`config.mk`:
```
export PLATFORM = sky130hd
export DESIGN_NAME = mac_accumulator
export DESIGN_NICKNAME = d
export VERILOG_FILES = /design/src/rtl/mac_pkg.sv /design/src/rtl/mac_beat_counter.sv /design/src/rtl/mac_accumulator.sv
export SDC_FILE = /design/constraint.sdc
export NUM_CORES = 1
export LEC_CHECK = 0
export ABC_AREA = 1
export BUFFER_PORTS_ARGS = -buffer_cell sky130_fd_sc_hd__clkbuf_2
export CORE_MARGIN = 1
export CORE_UTILIZATION = 53
export DETAILED_ROUTE_END_ITERATION = 6
export GPL_ROUTABILITY_DRIVEN = 0
export PLACE_DENSITY = 0.79
export SYNTH_ARGS = -nofsm -noshare
export SYNTH_HDL_FRONTEND = slang
export SYNTH_HIERARCHICAL = 1
export SYNTH_SLANG_ARGS = --single-unit
```
`constraint.sdc`:
```
create_clock -name clk -period 1.8 [get_ports clk]
set_input_delay 0.36 -clock clk [delete_from_list [all_inputs] [get_ports clk]]
set_output_delay 0.36 -clock clk [all_outputs]
set_load 0.01 [all_outputs]
```
`src/rtl/mac_pkg.sv`:
```
// rtl/mac_pkg.sv - shared state encoding and default widths for the MAC datapath
package mac_pkg;

   localparam int MULT_PROD_W = 32;
   localparam int PROD_W_DEF  = MULT_PROD_W;
   localparam int ACC_W_DEF   = 40;
   localparam int LEN_W_DEF   = 8;

   typedef enum logic [1:0] {
      IDLE  = 2'd0,
      ACCUM = 2'd1,
      HOLD  = 2'd2
   } state_t;

endpackage

```
`src/rtl/mac_beat_counter.sv`:
```
// rtl/mac_beat_counter.sv - loadable down-counter flagging the final beat of a job
module mac_beat_counter #(
   parameter int LEN_W = mac_pkg::LEN_W_DEF
) (
   input  logic             clk,
   input  logic             rst_n,
   input  logic             load,
   input  logic [LEN_W-1:0] len,
   input  logic             dec,
   output logic             last
);

   logic [LEN_W-1:0] count;

   always_ff @(posedge clk or negedge rst_n) begin
      if (!rst_n) begin
         count <= '0;
      end else if (load) begin
         count <= len;
      end else if (dec && (count != '0)) begin
         count <= count - 1'b1;
      end
   end

   assign last = (count == LEN_W'(1));

endmodule

```
`src/rtl/mac_accumulator.sv`:
```
// rtl/mac_accumulator.sv - sums a programmed number of unsigned products into a wide accumulator
module mac_accumulator
   import mac_pkg::*;
#(
   parameter int PROD_W = PROD_W_DEF,
   parameter int ACC_W  = ACC_W_DEF,
   parameter int LEN_W  = LEN_W_DEF
) (
   input  logic              clk,
   input  logic              rst_n,
   input  logic              start,
   input  logic [LEN_W-1:0]  len,
   input  logic              in_valid,
   output logic              in_ready,
   input  logic [PROD_W-1:0] in_prod,
   output logic              out_valid,
   input  logic              out_ready,
   output logic [ACC_W-1:0]  out_acc,
   output logic              out_ovf,
   output logic              busy
);

   state_t           state;
   state_t           state_nxt;
   logic [ACC_W-1:0] acc;
   logic             ovf;
   logic [ACC_W:0]   sum;
   logic             load;
   logic             xfer;
   logic             last;

   assign in_ready = (state == ACCUM);
   assign xfer     = in_valid && in_ready;
   assign load     = start && (state == IDLE);
   // One extra bit captures the carry out of the accumulator for the sticky flag
   assign sum      = {1'b0, acc} + (ACC_W + 1)'(in_prod);

   mac_beat_counter #(.LEN_W(LEN_W)) u_beat_counter (
      .clk   (clk),
      .rst_n (rst_n),
      .load  (load),
      .len   (len),
      .dec   (xfer),
      .last  (last)
   );

   always_ff @(posedge clk or negedge rst_n) begin
      if (!rst_n) begin
         state <= IDLE;
      end else begin
         state <= state_nxt;
      end
   end

   always_comb begin
      state_nxt = state;
      case (state)
         IDLE:    if (start) state_nxt = (len == '0) ? HOLD : ACCUM;
         ACCUM:   if (xfer && last) state_nxt = HOLD;
         HOLD:    if (out_ready) state_nxt = IDLE;
         default: state_nxt = IDLE;
      endcase
   end

   always_ff @(posedge clk or negedge rst_n) begin
      if (!rst_n) begin
         acc <= '0;
         ovf <= 1'b0;
      end else if (load) begin
         acc <= '0;
         ovf <= 1'b0;
      end else if (xfer) begin
         acc <= sum[ACC_W-1:0];
         ovf <= ovf | sum[ACC_W];
      end
   end

   assign out_valid = (state == HOLD);
   assign out_acc   = out_valid ? acc : '0;
   assign out_ovf   = out_valid & ovf;
   assign busy      = (state != IDLE);

endmodule

```
==> run metrics, run 1 <==
Hold WC Path Type=in -> async; setup violators final=32; number of top-level pins=89; layout cells sized above 1=39.9%; Slew headroom=75.8%; die height=roughly 100 um; NumNets Final=about 1200; FF-to-FF Start=acc[0]; final count of pins violating max slew=0; Tmin final=roughly 2.1 ns; most used routing layer in global routing=met2; Worst VDD drop=947 uV; Syn Area/Cell=6.00 um2; vias in the first global route=5981; total die area=10700 um2; die width=just over 100 um; Diodes inserted=0; final period utilization=115%; Clock Sinks=51; clock latency on the worst-skew pair=0.32 ns; Syn Inst Count=between 900 and 1000; Core ar.=9860 um2; CTS Hold Bufs=0; met3 usage=roughly 3.5%; CTS Buf Count=5; gr ovfl total=0; FF-to-FF End=acc[12]; top-area cell type share of the netlist area=23.4%; Worst Setup End Kind=register; WL final=approximately 19 mm; Mapped Area=roughly 5500 um2; Netlist cell types=45; largest net degree at the start of global routing=52; Worst-Margin Slew=0.360 ns; Top FF cell, synth=dfrtp_1; critical path data arrival time=2.28 ns; failing checks=setup timing; first-pass GRT wire length=between 20 and 30 mm; met1 usage=39.4%; Post-synth EDFFs=0; initial antenna violation count=0; Reg2Reg Setup Slack=-0.28 ns; CTS Root Cell=clkbuf_8; Final ANT Viol Nets=0; largest cells by area after synthesis=dfrtp_1, nand2_1, inv_1, ha_1, nor2_1; Iter 0 DRT Violations=about 560; CP Launch Type=register; first drt pass iteration count=5; asr flop ratio synth=100%; Setup WS post-layout=-0.278 ns; starting density of the core=a little under three fifths; sequential share of the synthesized area=23.4%; Fin. Hold Viols=0; Setup Skew=roughly 0.011 ns; setup TNS=-4.31 ns; synth warn=6; Final HPWL DP=11.5 mm; TritonCTS clock tree=yes; Area Growth Syn to Fin=44.3%; status=complete, but fails checks; P_leak=4.14 nW; Row Count=36; Crit Path Max Fanout=3; CP Data Required Time=roughly 2 ns; Setup Crit Path Kind=reg -> reg; Placed Cells=1192; dominant cell type by area after synthesis=dfrtp_1; clk slew on worst S/H paths=0.12 ns; Non-Filler Instances=roughly 1200; pwr dens=1450 nW/um2; Avg WL per Cell=~16 um; R2R depth=14; syn_nets=992; RSZ-0062 raised after global routing=true; Finished Core Util=80.0%; # DRC=0; Total Routing Usage GR=30.0%; met2 Usage GRT=51.5%; vias after detailed routing=6781; DR vias/cell=5.53; Max Clk Rate=481 MHz; clk buf depth=2; htree depth=2; total of max-cap violations=0; Seq cells post-synth=between 50 and 60; Port-buffer cells=88
-- stage by stage --
step / hold WS, ns / instance area [um2] / setup slack [ns] / total power, W
6_report: 0.0134 / 7890 / -0.278 / 0.0114
4_1_cts: 0.0348 / 7140 / -0.105 / 0.00963
5_1_grt: 0.0401 / 7890 / -0.377 / 0.0122
3_3_place_gp: 0.383 / 6580 / -0.237 / 0.00802
2_1_floorplan: 0.0644 / 5490 / -0.0197 / 0.00604
3_5_place_dp: 0.384 / 6580 / -0.261 / 0.00814
-- cells in the final DEF (no fill, tap or decap), types with 8 or more instances in the layout --
| cell | instances |
|---|---|
| buf_6 | 8 |
| nand2_2 | 66 |
| o22ai_1 | 8 |
| inv_2 | 23 |
| clkbuf_2 | 79 |
| o21ai_0 | 21 |
| nand2_1 | 219 |
| nor2_2 | 27 |
| inv_1 | 154 |
| nand3_4 | 8 |
| nand3_2 | 15 |
| nand2_4 | 17 |
| ha_4 | 28 |
| buf_4 | 89 |
| o21ai_1 | 22 |
| a21oi_1 | 31 |
| a21oi_2 | 15 |
| nor2_1 | 87 |
| dfrtp_1 | 50 |
| buf_2 | 8 |
| nand3_1 | 31 |
| nor2_4 | 13 |
-- where the power goes --
part           total (W)  switching [W]  leakage [nW]  internal (W)
combinational    0.00867        0.00505          3.43       0.00363
clock           0.000767       0.000478        0.0491      0.000288
sequential       0.00197       0.000404         0.661       0.00156
-- cell families after synthesis --
| kind of cell | Yosys count | synth area share (%) |
|---|---|---|
| compound gates | 117 | 12.1 |
| flops | 51 | 23.4 |
| fa+ha+maj | 36 | 8.38 |
| simple gates | 514 | 42.3 |
| buf+inv | 191 | 13.6 |
| xor+xnor | 2 | 0.321 |
-- final cells by class --
cell class	count	area (um2)
Inverter	178	671
Clock inverter	3	26.3
Clock buffer	5	68.8
Timing Repair Buffer	188	1280
Tap cell	133	166
Fill cell	661	1980
Multi-Input combinational cell	669	4400
Sequential cell	51	1280
-- registers in the layout, summed over array words and instances, names as in the netlist --
register	count
acc	40
u_beat_counter/count	8
state	2
ovf	1
-- timing repair --
item	CTS	global route
buffers inserted	8	17
endpoints found under the setup margin	72	82
pin swaps	17	56
resized for setup	67	179
gates cloned	0	2
-- critical path, stage by stage, from the launching register on --
cell	delay, ns
dfrtp_1	0.42
ha_4	0.15
inv_2	0.03
fa_2	0.37
inv_2	0.09
nand3_4	0.09
nand2_4	0.09
nand2_2	0.06
nand2_2	0.08
buf_4	0.13
nand2_1	0.06
nand2_2	0.07
a21oi_1	0.07
o21ai_1	0.12
o21ai_1	0.11
-- synth_stat cells, types with 2 or more instances --
master,number
nor3_1,7
o21ai_2,4
nand3_1,44
buf_2,5
inv_1,170
ha_1,35
xnor2_1,2
nand2_1,279
nor2_1,111
o21ai_0,42
a21oi_1,46
nor3_2,2
dfrtp_1,51
nand2_4,2
nor2_4,6
o21ai_1,2
a21oi_2,4
nand4_1,3
nor4_1,4
a21boi_0,3
nor2_2,10
nand2_2,22
inv_2,7
nand3b_1,7
o22ai_1,11
clkbuf_1,4
nand3_2,10
-- metal layers --
| metal | vias up | wire length (um) |
|---|---|---|
| li1 | 3192 | - |
| met5 | - | 0 |
| met2 | 364 | 9220 |
| met3 | 92 | 1370 |
| met1 | 3133 | 7760 |
| met4 | 0 | 778 |
-- worst max-delay path by stage --
stage / startpoint / endpoint / slack [ns] / cells past startpoint
floorplan: acc[0] / acc[32] / -0.02 / 15
global placement: in_prod[0] / acc[18] / -0.24 / 14
detailed placement: in_prod[0] / acc[16] / -0.26 / 14
CTS: acc[0] / ovf / -0.10 / 14
global route: acc[0] / acc[12] / -0.38 / 14
finish: acc[0] / acc[12] / -0.28 / 14
Power figures use the tool's default switching activity.
==> inputs of run 2 (changes only) <==
SETUP_SLACK_MARGIN = 0.15   (was default)
==> run metrics, run 2 (synthesis results as in run 1) <==
setup violators final=61 (was 32); area of the multi-input gates=4640 um2 (was 4400 um2); first-pass GRT wire length=27.5 mm (was 26.9 mm); CP Launch Type=register (unchanged); part of the power in registers=16.1% (was 17.2%); Max Clk Rate=482 MHz (was 481 MHz); Clock Sinks=51 (unchanged); clk buf depth=2 (unchanged); CTS Buf Count=5 (unchanged); clk slew on worst S/H paths=0.12 ns (about the same); Setup Skew=0.00879 ns (was 0.0113 ns); vias after detailed routing=7136 (was 6781); Setup WS post-layout=-0.275 ns (was -0.278 ns); P_leak=4.32 nW (was 4.14 nW); flip-flop count of the largest register after layout=40 (unchanged); Worst VDD drop=856 uV (was 947 uV); Sw Ratio=52.5% (was 52.0%); critical path data arrival time=2.31 ns (was 2.28 ns); Diodes inserted=0 (unchanged); Row Count=36 (unchanged); Net Sw Power=0.00654 W (was 0.00593 W); NumNets Final=1185 (was 1174); Int Pwr=0.00591 W (was 0.00548 W); clock latency on the worst-skew pair=0.34 ns (was 0.32 ns); Setup Crit Path Kind=reg -> reg (unchanged); pwr dens=1450 nW/um2 (about the same); most common cell after layout, fill and taps aside=nand2_1 (unchanged); Largest Register=acc (unchanged); final period utilization=115% (about the same); Crit Path Max Fanout=3 (unchanged); htree depth=2 (unchanged); Worst-Margin Slew=0.384 ns (was 0.360 ns); die height=104 um (unchanged); # DRC=0 (unchanged); first drt pass iteration count=6 (was 5); total of max-cap violations=0 (unchanged); number of top-level pins=89 (unchanged); Finished Cell Area=8620 um2 (was 7890 um2); initial antenna violation count=0 (unchanged); largest net degree at the start of global routing=52 (unchanged); combinational power share=77.6% (was 76.0%); status=complete, but fails checks (unchanged); final count of pins violating max slew=0 (unchanged); setup TNS=-6.41 ns (was -4.31 ns); vias in the first global route=5931 (was 5981); Total Routing Usage GR=31.2% (was 30.0%); CP Data Required Time=2.04 ns (was 2.00 ns); Clk pwr share=6.4% (was 6.7%); biggest regs=acc: 40 flops, u_beat_counter/count: 8 flops, state: 2 flops (unchanged); fill count=484 (was 661); DR vias/cell=5.76 (was 5.53); Port-buffer cells=88 (unchanged); TritonCTS clock tree=yes (unchanged); CTS Root Cell=clkbuf_8 (unchanged); layout cells sized above 1=42.7% (was 39.9%); Iter 0 DRT Violations=798 (was 557); Tmin final=2.07 ns (was 2.08 ns); Final HPWL DP=11.9 mm (was 11.5 mm); starting density of the core=55.4% (unchanged); Worst Setup End Kind=register (unchanged); gr ovfl total=0 (unchanged); WL final=22.1 mm (was 19.1 mm); Hold WC Path Type=in -> async (unchanged); total die area=10700 um2 (unchanged); failing checks=setup timing (unchanged); placed cell area=6590 um2 (was 6580 um2); die width=104 um (unchanged); CTS Hold Bufs=0 (unchanged); Slew headroom=74.1% (was 75.8%); Fin. Hold Viols=0 (unchanged); Core ar.=9860 um2 (unchanged); Final ANT Viol Nets=0 (unchanged); RSZ-0062 raised after global routing=true (unchanged); Area Growth Syn to Fin=57.7% (was 44.3%); most frequent cells in the layout=nand2_1, inv_1, buf_4 (unchanged); Avg WL per Cell=17.8 um (was 15.6 um); sequential standard cell area=1280 um2 (unchanged)
## run 2: cell types whose count changed in the layout (fill, tap and decap cells not counted), moves of 4 or more
cell      change
o21ai_2       +4
nor2_1       -31
o21ai_1       -6
nand2_1       +9
clkbuf_2     -32
buf_12        +6
buf_6        +38
nor2_4       +38
buf_4         -5
nor2_2        -7
nand2_2      -10
## run 2: final timing paths
kind                          from                       to  slack [ns]  cells after the start
max in group asynchronous    rst_n                 state[0]        1.51                      2
min reg2reg                acc[28]                  acc[28]        0.59                      2
max reg2reg                 acc[0]                  acc[32]       -0.27                     15
min in group clk            len[5]  u_beat_counter/count[5]        0.27                      3
min                          rst_n                  acc[19]       0.009                      2
max                         acc[0]                  acc[32]       -0.27                     15
## run 2: power by group through the flow
stage | clock, W | sequential, W | combinational [W]
6_report | 0.000792 | 0.00200 | 0.00966
5_1_grt | 0.000813 | 0.00203 | 0.0103
4_1_cts | 0.000784 | 0.00192 | 0.00722
3_5_place_dp | 0 | 0.00189 | 0.00628
3_3_place_gp | 0 | 0.00188 | 0.00617
2_1_floorplan | 0 | 0.00183 | 0.00427
## run 2: what timing repair did
| action | in CTS | in global routing |
|---|---|---|
| resized for setup | 105 | 278 |
| pin swaps | 14 | 54 |
| buffers inserted | 11 | 25 |
| hold endpoints to repair | 0 | 0 |
| setup endpoints to repair | 77 | 91 |
| cloned | 3 | 5 |
## run 2: critical path, cell delays in order, from the launching register on
cell	delay [ns]
dfrtp_1	0.42
ha_4	0.16
inv_2	0.04
fa_2	0.34
inv_2	0.08
nand3_4	0.08
nand2_4	0.09
nand2_2	0.06
nand2_2	0.09
nand2_1	0.07
nand2_2	0.13
nand3_2	0.09
nand2_2	0.13
nand3_2	0.07
nand2_1	0.08
nor2_1	0.04
## run 2: per-layer routing
metal / part of all wire (%) / global-route usage, % / vias to the layer above
li1: - / - / 3215
met1: 37 / 41.6 / 3295
met2: 49 / 53.4 / 507
met3: 9.5 / 2.96 / 119
met4: 5.0 / 9.83 / 0
met5: 0 / 0 / -
## run 2: layout make-up
type	count	area share (%)
multi-input combinational	670	53.8
timing repair buffer	198	20.4
sequential	51	14.8
inverter	178	7.93
tap	133	1.93
clock buffer	5	0.798
clock inverter	3	0.305
## run 2: metrics by stage
step           total power [W]  cells  utilization (%)  hold slack (ns)  setup slack (ns)
2_1_floorplan          0.00610    911                -           0.0644          -0.00620
3_5_place_dp           0.00817   1187             66.8            0.385            -0.245
6_report                0.0125   1238             87.4          0.00886            -0.275
4_1_cts                0.00993   1209             74.4           0.0261            -0.128
3_3_place_gp           0.00805   1187             66.8            0.387            -0.210
5_1_grt                 0.0131   1238             87.4           0.0451            -0.361
